**src/rtl/serial_addsub.sv**
```systemverilog
// -----------------------------------------------------------------------------
// serial_addsub
//   Bit-serial adder/subtractor: one full-adder cell plus a carry flip-flop
//   computes a WIDTH-bit sum or difference one bit per clock, LSB first,
//   behind a start/done handshake.
//
//   Subtraction is formed as a + ~b + 1: operand B is inverted on load and
//   the carry flip-flop is preset to 1.
//
// Parameters
//   WIDTH   operand/result width in bits (>= 2)
//
// Ports
//   clk     in   rising-edge clock
//   rst_n   in   asynchronous active-low reset
//   start   in   request a new operation (sampled only in IDLE)
//   sub     in   0 = a+b, 1 = a-b (sampled with start)
//   a, b    in   operands (sampled with start)
//   busy    out  high in RUN and DONE
//   done    out  one-cycle pulse when result/cout/ovf become valid
//   result  out  sum or difference modulo 2^WIDTH
//   cout    out  final carry; in subtract mode 1 means no borrow
//   ovf     out  signed overflow flag
//
// Configuration
//   SERIAL_ADDSUB_OVF_EN  when defined, ovf tracks the carry into the MSB and
//                         reports carry-in ^ carry-out of the MSB; when
//                         undefined, ovf is constant 0.
// -----------------------------------------------------------------------------
module serial_addsub #(
    parameter int WIDTH = 8
) (
    input  logic             clk,
    input  logic             rst_n,
    input  logic             start,
    input  logic             sub,
    input  logic [WIDTH-1:0] a,
    input  logic [WIDTH-1:0] b,
    output logic             busy,
    output logic             done,
    output logic [WIDTH-1:0] result,
    output logic             cout,
    output logic             ovf
);

    localparam int             CW   = (WIDTH > 1) ? $clog2(WIDTH) : 1;
    localparam logic [CW-1:0]  LAST = CW'(WIDTH - 1);

    typedef enum logic [1:0] {
        S_IDLE = 2'd0,
        S_RUN  = 2'd1,
        S_DONE = 2'd2
    } state_t;

    state_t           state_r;
    logic [WIDTH-1:0] sa_r;
    logic [WIDTH-1:0] sb_r;
    logic             c_r;
    logic [CW-1:0]    cnt_r;
    logic             sum_s;
    logic             cnext_s;

    // Carry-out of a full adder is the majority of its three inputs.
    function automatic logic maj3(input logic x, input logic y, input logic z);
        return (x & y) | (x & z) | (y & z);
    endfunction

    // Single full-adder cell working on the current LSBs and the carry.
    assign sum_s   = sa_r[0] ^ sb_r[0] ^ c_r;
    assign cnext_s = maj3(sa_r[0], sb_r[0], c_r);

`ifdef SERIAL_ADDSUB_OVF_EN
    logic ovf_r;
    assign ovf = ovf_r;

    // Overflow flag: carry into the MSB xor carry out of the MSB.
    always_ff @(posedge clk or negedge rst_n) begin
        if (!rst_n) begin
            ovf_r <= 1'b0;
        end else if ((state_r == S_RUN) && (cnt_r == LAST)) begin
            ovf_r <= c_r ^ cnext_s;
        end else begin
            ovf_r <= ovf_r;
        end
    end
`else
    assign ovf = 1'b0;
`endif

    // Control FSM, operand shifters, carry, counter and registered outputs.
    always_ff @(posedge clk or negedge rst_n) begin
        if (!rst_n) begin
            state_r <= S_IDLE;
            sa_r    <= '0;
            sb_r    <= '0;
            c_r     <= 1'b0;
            cnt_r   <= '0;
            busy    <= 1'b0;
            done    <= 1'b0;
            result  <= '0;
            cout    <= 1'b0;
        end else begin
            case (state_r)
                S_IDLE: begin
                    done <= 1'b0;
                    if (start) begin
                        sa_r    <= a;
                        sb_r    <= b ^ {WIDTH{sub}};
                        c_r     <= sub;
                        cnt_r   <= '0;
                        busy    <= 1'b1;
                        state_r <= S_RUN;
                    end else begin
                        busy    <= 1'b0;
                    end
                end
                S_RUN: begin
                    result <= {sum_s, result[WIDTH-1:1]};
                    sa_r   <= {1'b0, sa_r[WIDTH-1:1]};
                    sb_r   <= {1'b0, sb_r[WIDTH-1:1]};
                    c_r    <= cnext_s;
                    if (cnt_r == LAST) begin
                        // MSB processed this cycle: publish carry and finish.
                        cout    <= cnext_s;
                        done    <= 1'b1;
                        state_r <= S_DONE;
                    end else begin
                        cnt_r   <= cnt_r + {{(CW-1){1'b0}}, 1'b1};
                    end
                end
                S_DONE: begin
                    done    <= 1'b0;
                    busy    <= 1'b0;
                    state_r <= S_IDLE;
                end
                default: begin
                    done    <= 1'b0;
                    busy    <= 1'b0;
                    state_r <= S_IDLE;
                end
            endcase
        end
    end

endmodule

```
**config.mk**
```make
export PLATFORM = sky130hd
export DESIGN_NAME = serial_addsub
export DESIGN_NICKNAME = d
export VERILOG_FILES = /design/src/rtl/serial_addsub.sv
export SDC_FILE = /design/constraint.sdc
export NUM_CORES = 1
export LEC_CHECK = 0
export CELL_PAD_IN_SITES_DETAIL_PLACEMENT = 0
export CELL_PAD_IN_SITES_GLOBAL_PLACEMENT = 2
export CORE_MARGIN = 1
export CORE_UTILIZATION = 34
export CTS_CLUSTER_SIZE = 10
export DETAILED_ROUTE_END_ITERATION = 10
export PLACE_DENSITY_LB_ADDON = 0.1
export RECOVER_POWER = 25
export SYNTH_ARGS = -nofsm -noshare
export SYNTH_HDL_FRONTEND = slang
export SYNTH_SLANG_ARGS = --single-unit
```
**constraint.sdc**
```tcl
create_clock -name clk -period 4.3 [get_ports clk]
set_clock_uncertainty 0.05 [all_clocks]
set_input_delay 0.43 -clock clk [delete_from_list [all_inputs] [get_ports clk]]
set_output_delay 0.43 -clock clk [all_outputs]
set_load 0.005 [all_outputs]
```
==> results.md, run 1 <==
* Layout fillers at 409
* Total routed wirelength at 2870 um
* Iter 0 DRT Violations at 55
* Vias per std cell at 4.566
* Critical path cell sequence: dlygate4sd3_1 -> clkbuf_1
* Synth warn at 0
* Share of cells above drive strength 1 at 0.04918
* Avg WL per Cell at 12.21 um
* Final setup fails at 0
* Largest fanout on the critical path at 33
* Failing checks: capacitance limit, slew limit
* Largest net degree at the start of global routing at 34
* Layout area overhead at 25.81%
* CTS sink cnt at 33
* Worst EP arrival at 2.26 ns
* Outcome: finished, violations left
* Post-synth top cells: 42 x nand2_1, 33 x dfrtp_1, 17 x mux2i_1
* Final Max Tran Viols at 34
* Resized cells post-CTS at 0
* Rel. slew slack at -0.2070
* CP Launch Type: input port
* Gpl congestion at ~0.70
* DRC at 0
* Overflow after GRT at 0
* Synth cell types at 25
* CTS Buffer Depth at 2
* Initial antenna violation count at 0
* CTS root buf: clkbuf_8
* CORE AREA at 4354 sq um
* CTS buffer count at 5
* Fin nets at 205
* Leak Pwr at 0.8899 nW
* Synth top area cells: dfrtp_1 53%, mux2i_1 11%, nand2_1 10%
* Number of synthesized flops with an enable pin at 0
* PD cells at 632.6 nW/um^2
* Clock Latency Late Sink at 0.28 ns
* Num rows at 24
* Crit-path leading delay family: buffers and inverters
* First-pass GRT wire length at 5099 um
* Die width at ~69 um
* Worst Path Required at 4.29 ns
* Worst r2r src: state_r[0]
* ANT nets after route at 0
* CP Capture Type: async pin
* Clock slew at reported path FFs at around 0.06 ns
* Total Routing Usage GR at 0.1360
* Worst slew pin tran at between 1.5 and 2 ns
* Worst vdd ir at approximately 180 uV
* Min-Delay Startpoint: result[0]
* Max incr delay on CP at 1.30 ns
* Antenna diode count at 0
* Io pins at 32
* Fin cells at 235
* Cell with the most instances after synthesis: nand2_1
* Synth area leader: dfrtp_1
* Crit. Startpoint: rst_n
* Mapped Nets at 175
* Max-cap viol count at 1
* Max Fclk at 440.7 MHz
* Post-CTS Setup Inserts at 0
* Tmin final at 2.269 ns
* Setup TNS at 0 ns
* WS Path Type: input port to async pin
* Post-synth ARST share at 1.000
* DP HPWL at around 1900 um
* Post-Syn Instances at 152
* CTS tree: built
* CP max stage cell: clkbuf_1
* Via count at 1073
* Seq/Total Area, Yosys at 0.5340
* Die area at 4822 sq um
* Hold Path Class: register to register
* Via count of the first global-routing pass at around 1100
* Final Cycle Share at 0.5277
* Clock H-tree levels at 2
* Port Buf Inserts at 30
* Placed instance count at 227
* Final Hold Vio Count at 0
* Crit path buf inv count at 2
* DIE HEIGHT at ~70 um
* Synth Register Bits at 33
* Synth top area share at 0.5340
* Initial Utilization at 0.3552
* Post-Syn Area at 1546 sq um
* Drt first pass iters at 4
* Unrepaired setup endpoints after global routing: no
* Primary FF master, synth: dfrtp_1
* Hold Buf Count CTS at 0
* Final core utilization at 0.4468
* Synthesized area per cell at roughly 10 sq um
[routing by layer]
metal | wire, um | global-route usage | share of wire | vias up
li1 | - | - | - | 547
met4 | 31 | 0.07937 | 0.011 | 0
met2 | 1355 | 0.2211 | 0.47 | 25
met3 | 138 | 0.03779 | 0.048 | 4
met5 | 0 | 0 | 0 | -
met1 | 1344 | 0.1604 | 0.47 | 497
[registers in the layout, indices dropped and copies added, names as in the netlist]
signal / count
state_r: 2
busy: 1
cout: 1
done: 1
cnt_r: 3
sa_r: 8
sb_r: 8
c_r: 1
result: 8
[power breakdown]
part / internal (mW) / switching [mW] / total (mW) / leakage (nW)
clock: 0.115 / 0.103 / 0.217 / 0.0395
combinational: 0.248 / 0.229 / 0.477 / 0.435
sequential: 0.448 / 0.0886 / 0.536 / 0.415
total: 0.811 / 0.420 / 1.23 / 0.890
[final timing paths]
kind | slack [ns] | end | cells after the start
max | 2.03 | result[3] | 2
min | 0.42 | result[0] | 2
max reg2reg | 2.27 | cout | 3
min reg2reg | 0.42 | result[0] | 2
max in group clk | 2.27 | cout | 3
min in group asynchronous | 1.13 | sa_r[2] | 2
[metrics by stage]
stage | power [mW] | hold slack [ns] | setup WS, ns | area, sq um
after global routing | 1.342 | 0.4529 | 1.626 | 1946
after CTS | 1.256 | 0.4281 | 2.246 | 1949
after floorplan | 0.8621 | 0.08441 | 2.671 | 1546
after detailed placement | 1.032 | 0.4132 | 2.063 | 1869
final | 1.231 | 0.4191 | 2.031 | 1946
after global placement | 1.012 | 0.4072 | 2.131 | 1869
[cell usage in the layout, fill, tap and decap left out]
master and instances:
a21oi_1 1, buf_4 1, ha_1 2, inv_1 4, nand2_1 42, dlygate4sd3_1 1, o21ai_0 2, and2_1 1
mux2_2 1, clkbuf_1 4, mux2i_1 17, fa_1 1, nor2_1 4, nand3_1 1, xor2_1 8, o21ai_1 16
conb_1 1, nor2b_1 2, o21bai_2 1, a21oi_2 1, dfrtp_1 33, nand2b_1 3, clkdlybuf4s50_1 29, a31oi_1 1
clkbuf_8 5, mux2_1 1
[cells by family (layout without fill, tap and decap cells)]
logic type	after synthesis	in the layout	synth area share
and+or+nand+nor	53	53	0.1392
DFF	33	33	0.5340
AOI/OAI and AO/OA	22	22	0.07606
muxes	19	19	0.1246
buffers and inverters	13	44	0.04934
xor gates and xnor gates	8	8	0.04531
adders and majority gates	3	3	0.02912
other	1	1	0.002425
[cell type report]
type | count | area [sq um] | share of cell area
flip-flops and latches | 33 | 825.8 | 0.4244
multi-input cells | 106 | 648.1 | 0.3331
repair buffers | 32 | 311.5 | 0.1601
clock buffers | 8 | 80.08 | 0.04116
well taps | 52 | 65.06 | 0.03344
inverters | 4 | 15.01 | 0.007717
Note: power is estimated with default switching activity, not from simulation.
==> inputs of run 2 (changes only) <==
--- a/config.mk
+++ b/config.mk
@@ -8,7 +8,7 @@
 export CELL_PAD_IN_SITES_DETAIL_PLACEMENT = 0
 export CELL_PAD_IN_SITES_GLOBAL_PLACEMENT = 2
 export CORE_MARGIN = 1
-export CORE_UTILIZATION = 34
+export CORE_UTILIZATION = 31
 export CTS_CLUSTER_SIZE = 10
 export DETAILED_ROUTE_END_ITERATION = 10
 export PLACE_DENSITY_LB_ADDON = 0.1
==> constraint.sdc (replaced) <==
create_clock -name clk -period 2.4 [get_ports clk]
set_clock_uncertainty 0.05 [all_clocks]
set_input_delay 0.24 -clock clk [delete_from_list [all_inputs] [get_ports clk]]
set_output_delay 0.24 -clock clk [all_outputs]
set_load 0.005 [all_outputs]
==> results.md, run 2 (synthesis results as in run 1) <==
* Drt first pass iters at 4
* CTS tree: built
* Resized cells post-CTS at 0
* First-pass GRT wire length at around 5300 um
* Final Hold Vio Count at 0
* CORE AREA at 4755 sq um
* Largest net degree at the start of global routing at 34
* Largest fanout on the critical path at 4
* CP Capture Type: register
* Most common cell after layout, fill and taps aside: nand2_1
* CTS root buf: clkbuf_8
* CP Launch Type: register
* Clock slew at reported path FFs at around 0.070 ns
* CTS buffer count at 5
* CTS Buffer Depth at 2
* Crit. Startpoint: cnt_r[0]
* Clock H-tree levels at 2
* Worst Setup EP: cnt_r[0]
* Via count at 1086
* Overflow after GRT at 0
* Setup TNS at 0 ns
* Leak Pwr at just over 0.9 nW
* DP HPWL at between 2000 and 2500 um
* CTS sink cnt at 33
* Placed instance count at roughly 250
* Outcome: complete, no violations
* CP max stage cell: dfrtp_1
* Avg WL per Cell at 11.79 um
* Tmin final at 1.729 ns
* Rel. slew slack at 0.4397
* Crit path buf inv count at 0
* Final Cycle Share at 0.7204
* Max Fclk at 578.4 MHz
* Port Buf Inserts at 30
* Share of cells above drive strength 1 at 0.08065
* DRC at 0
* Final Max Tran Viols at 0
* Final core utilization at 0.4284
* Total Routing Usage GR at 0.1360
* Unrepaired setup endpoints after global routing: no
* Die width at 72.63 um
* Via count of the first global-routing pass at 1140
* Clock Latency Late Sink at a little under 0.3 ns
* Worst Path Required at 2.52 ns
* Total routed wirelength at 2983 um
* Largest regs: result x8, sa_r x8, sb_r x8
* Hold Buf Count CTS at 0
* Max incr delay on CP at 0.40 ns
* Crit-path leading delay family: flip-flops
* Io pins at 32
* Worst EP arrival at 1.85 ns
* Final setup fails at 0
* Worst slew pin tran at 0.8404 ns
* Worst path depth at 5
* Fin nets at 208
* DIE HEIGHT at 72.63 um
* Fin cells at ~250
* Tot Pwr at 2.426 mW
* Vias per std cell at around 4.3
* ANT nets after route at 0
* Path depth of the worst reg2reg path at 5
* Worst r2r src: cnt_r[0]
* Die area at ~5300 sq um
* R2r setup slk at 0.67 ns
* Iter 0 DRT Violations at 42
* WS Path Type: register to register
* Gpl congestion at about 0.68
* PD cells at 1191 nW/um^2
* Commonest non-fill, non-tap cells in the layout: 42 x nand2_1, 33 x dfrtp_1, 29 x clkdlybuf4s50_1
* Layout fillers at 477
* Worst vdd ir at 433.9 uV
* Num rows at 25
* Post-CTS Setup Inserts at 0
* Critical path cell sequence: ha_1 -> ha_1 -> nand2b_1 -> a21oi_2 -> mux2_2
* Initial antenna violation count at 0
* Hold Path Class: register to register
* Max-cap viol count at 0
* Worst R2R End: cnt_r[0]
* Antenna diode count at 0
* CP most frequent cell: ha_1
* Initial Utilization at 0.3253
* Layout area overhead at 31.71%
==> run 2: cell count changes in the layout (fill, tap and decap cells not counted) <==
cell       previous run  this run
clkbuf_2              0         1
buf_12                0         1
clkbuf_1              4         1
buf_4                 1         3
clkbuf_8              5         6
bufinv_16             0         1
==> run 2: area by class of cell <==
class,count,area (sq um),share of cell area
clock inverters,1,30.03,0.01474
well taps,67,83.83,0.04115
clock buffers,7,86.33,0.04238
inverters,4,15.01,0.007371
repair buffers,35,347.8,0.1708
flip-flops and latches,33,825.8,0.4054
multi-input cells,106,648.1,0.3182
==> run 2: worst register-to-register path, cell delays in order, from the launching register on <==
cell      delay, ns
dfrtp_1        0.40
ha_1           0.20
ha_1           0.20
nand2b_1       0.16
a21oi_2        0.24
mux2_2         0.37
==> run 2: stage by stage <==
stage / area, sq um / hold WS, ns / worst slack (ns)
global placement: 1923 / 0.4082 / 0.7167
detailed placement: 1923 / 0.4157 / 0.6696
floorplan: 1546 / -0.1056 / 0.7707
CTS: 2039 / 0.3234 / 0.6515
global route: 2037 / 0.4715 / 0.5645
finish: 2037 / 0.4258 / 0.6711
==> run 2: how the worst min path moves through the flow <==
| stage | from | to | slack, ns | cells after the start |
|---|---|---|---|---|
| 2_1_floorplan | rst_n | busy | -0.11 | 0 |
| 3_3_place_gp | result[0] | result[0] | 0.41 | 2 |
| 3_5_place_dp | result[0] | result[0] | 0.42 | 2 |
| 4_1_cts | rst_n | sa_r[2] | 0.32 | 2 |
| 5_1_grt | sb_r[3] | sb_r[3] | 0.47 | 2 |
| 6_report | result[0] | result[0] | 0.43 | 2 |
==> run 2: per-layer routing <==
layer  wire (um)  vias up  global-route usage
li1            -      557                   -
met1        1452      499              0.1751
met2        1340       23              0.2087
met3         126        7             0.04144
met4          63        0             0.06536
met5           0        -                   0
==> run 2: report_power, final <==
part	switching, mW	internal, mW	total (mW)
Sequential	0.154	0.801	0.955
Clock	0.208	0.339	0.547
Combinational	0.432	0.491	0.923
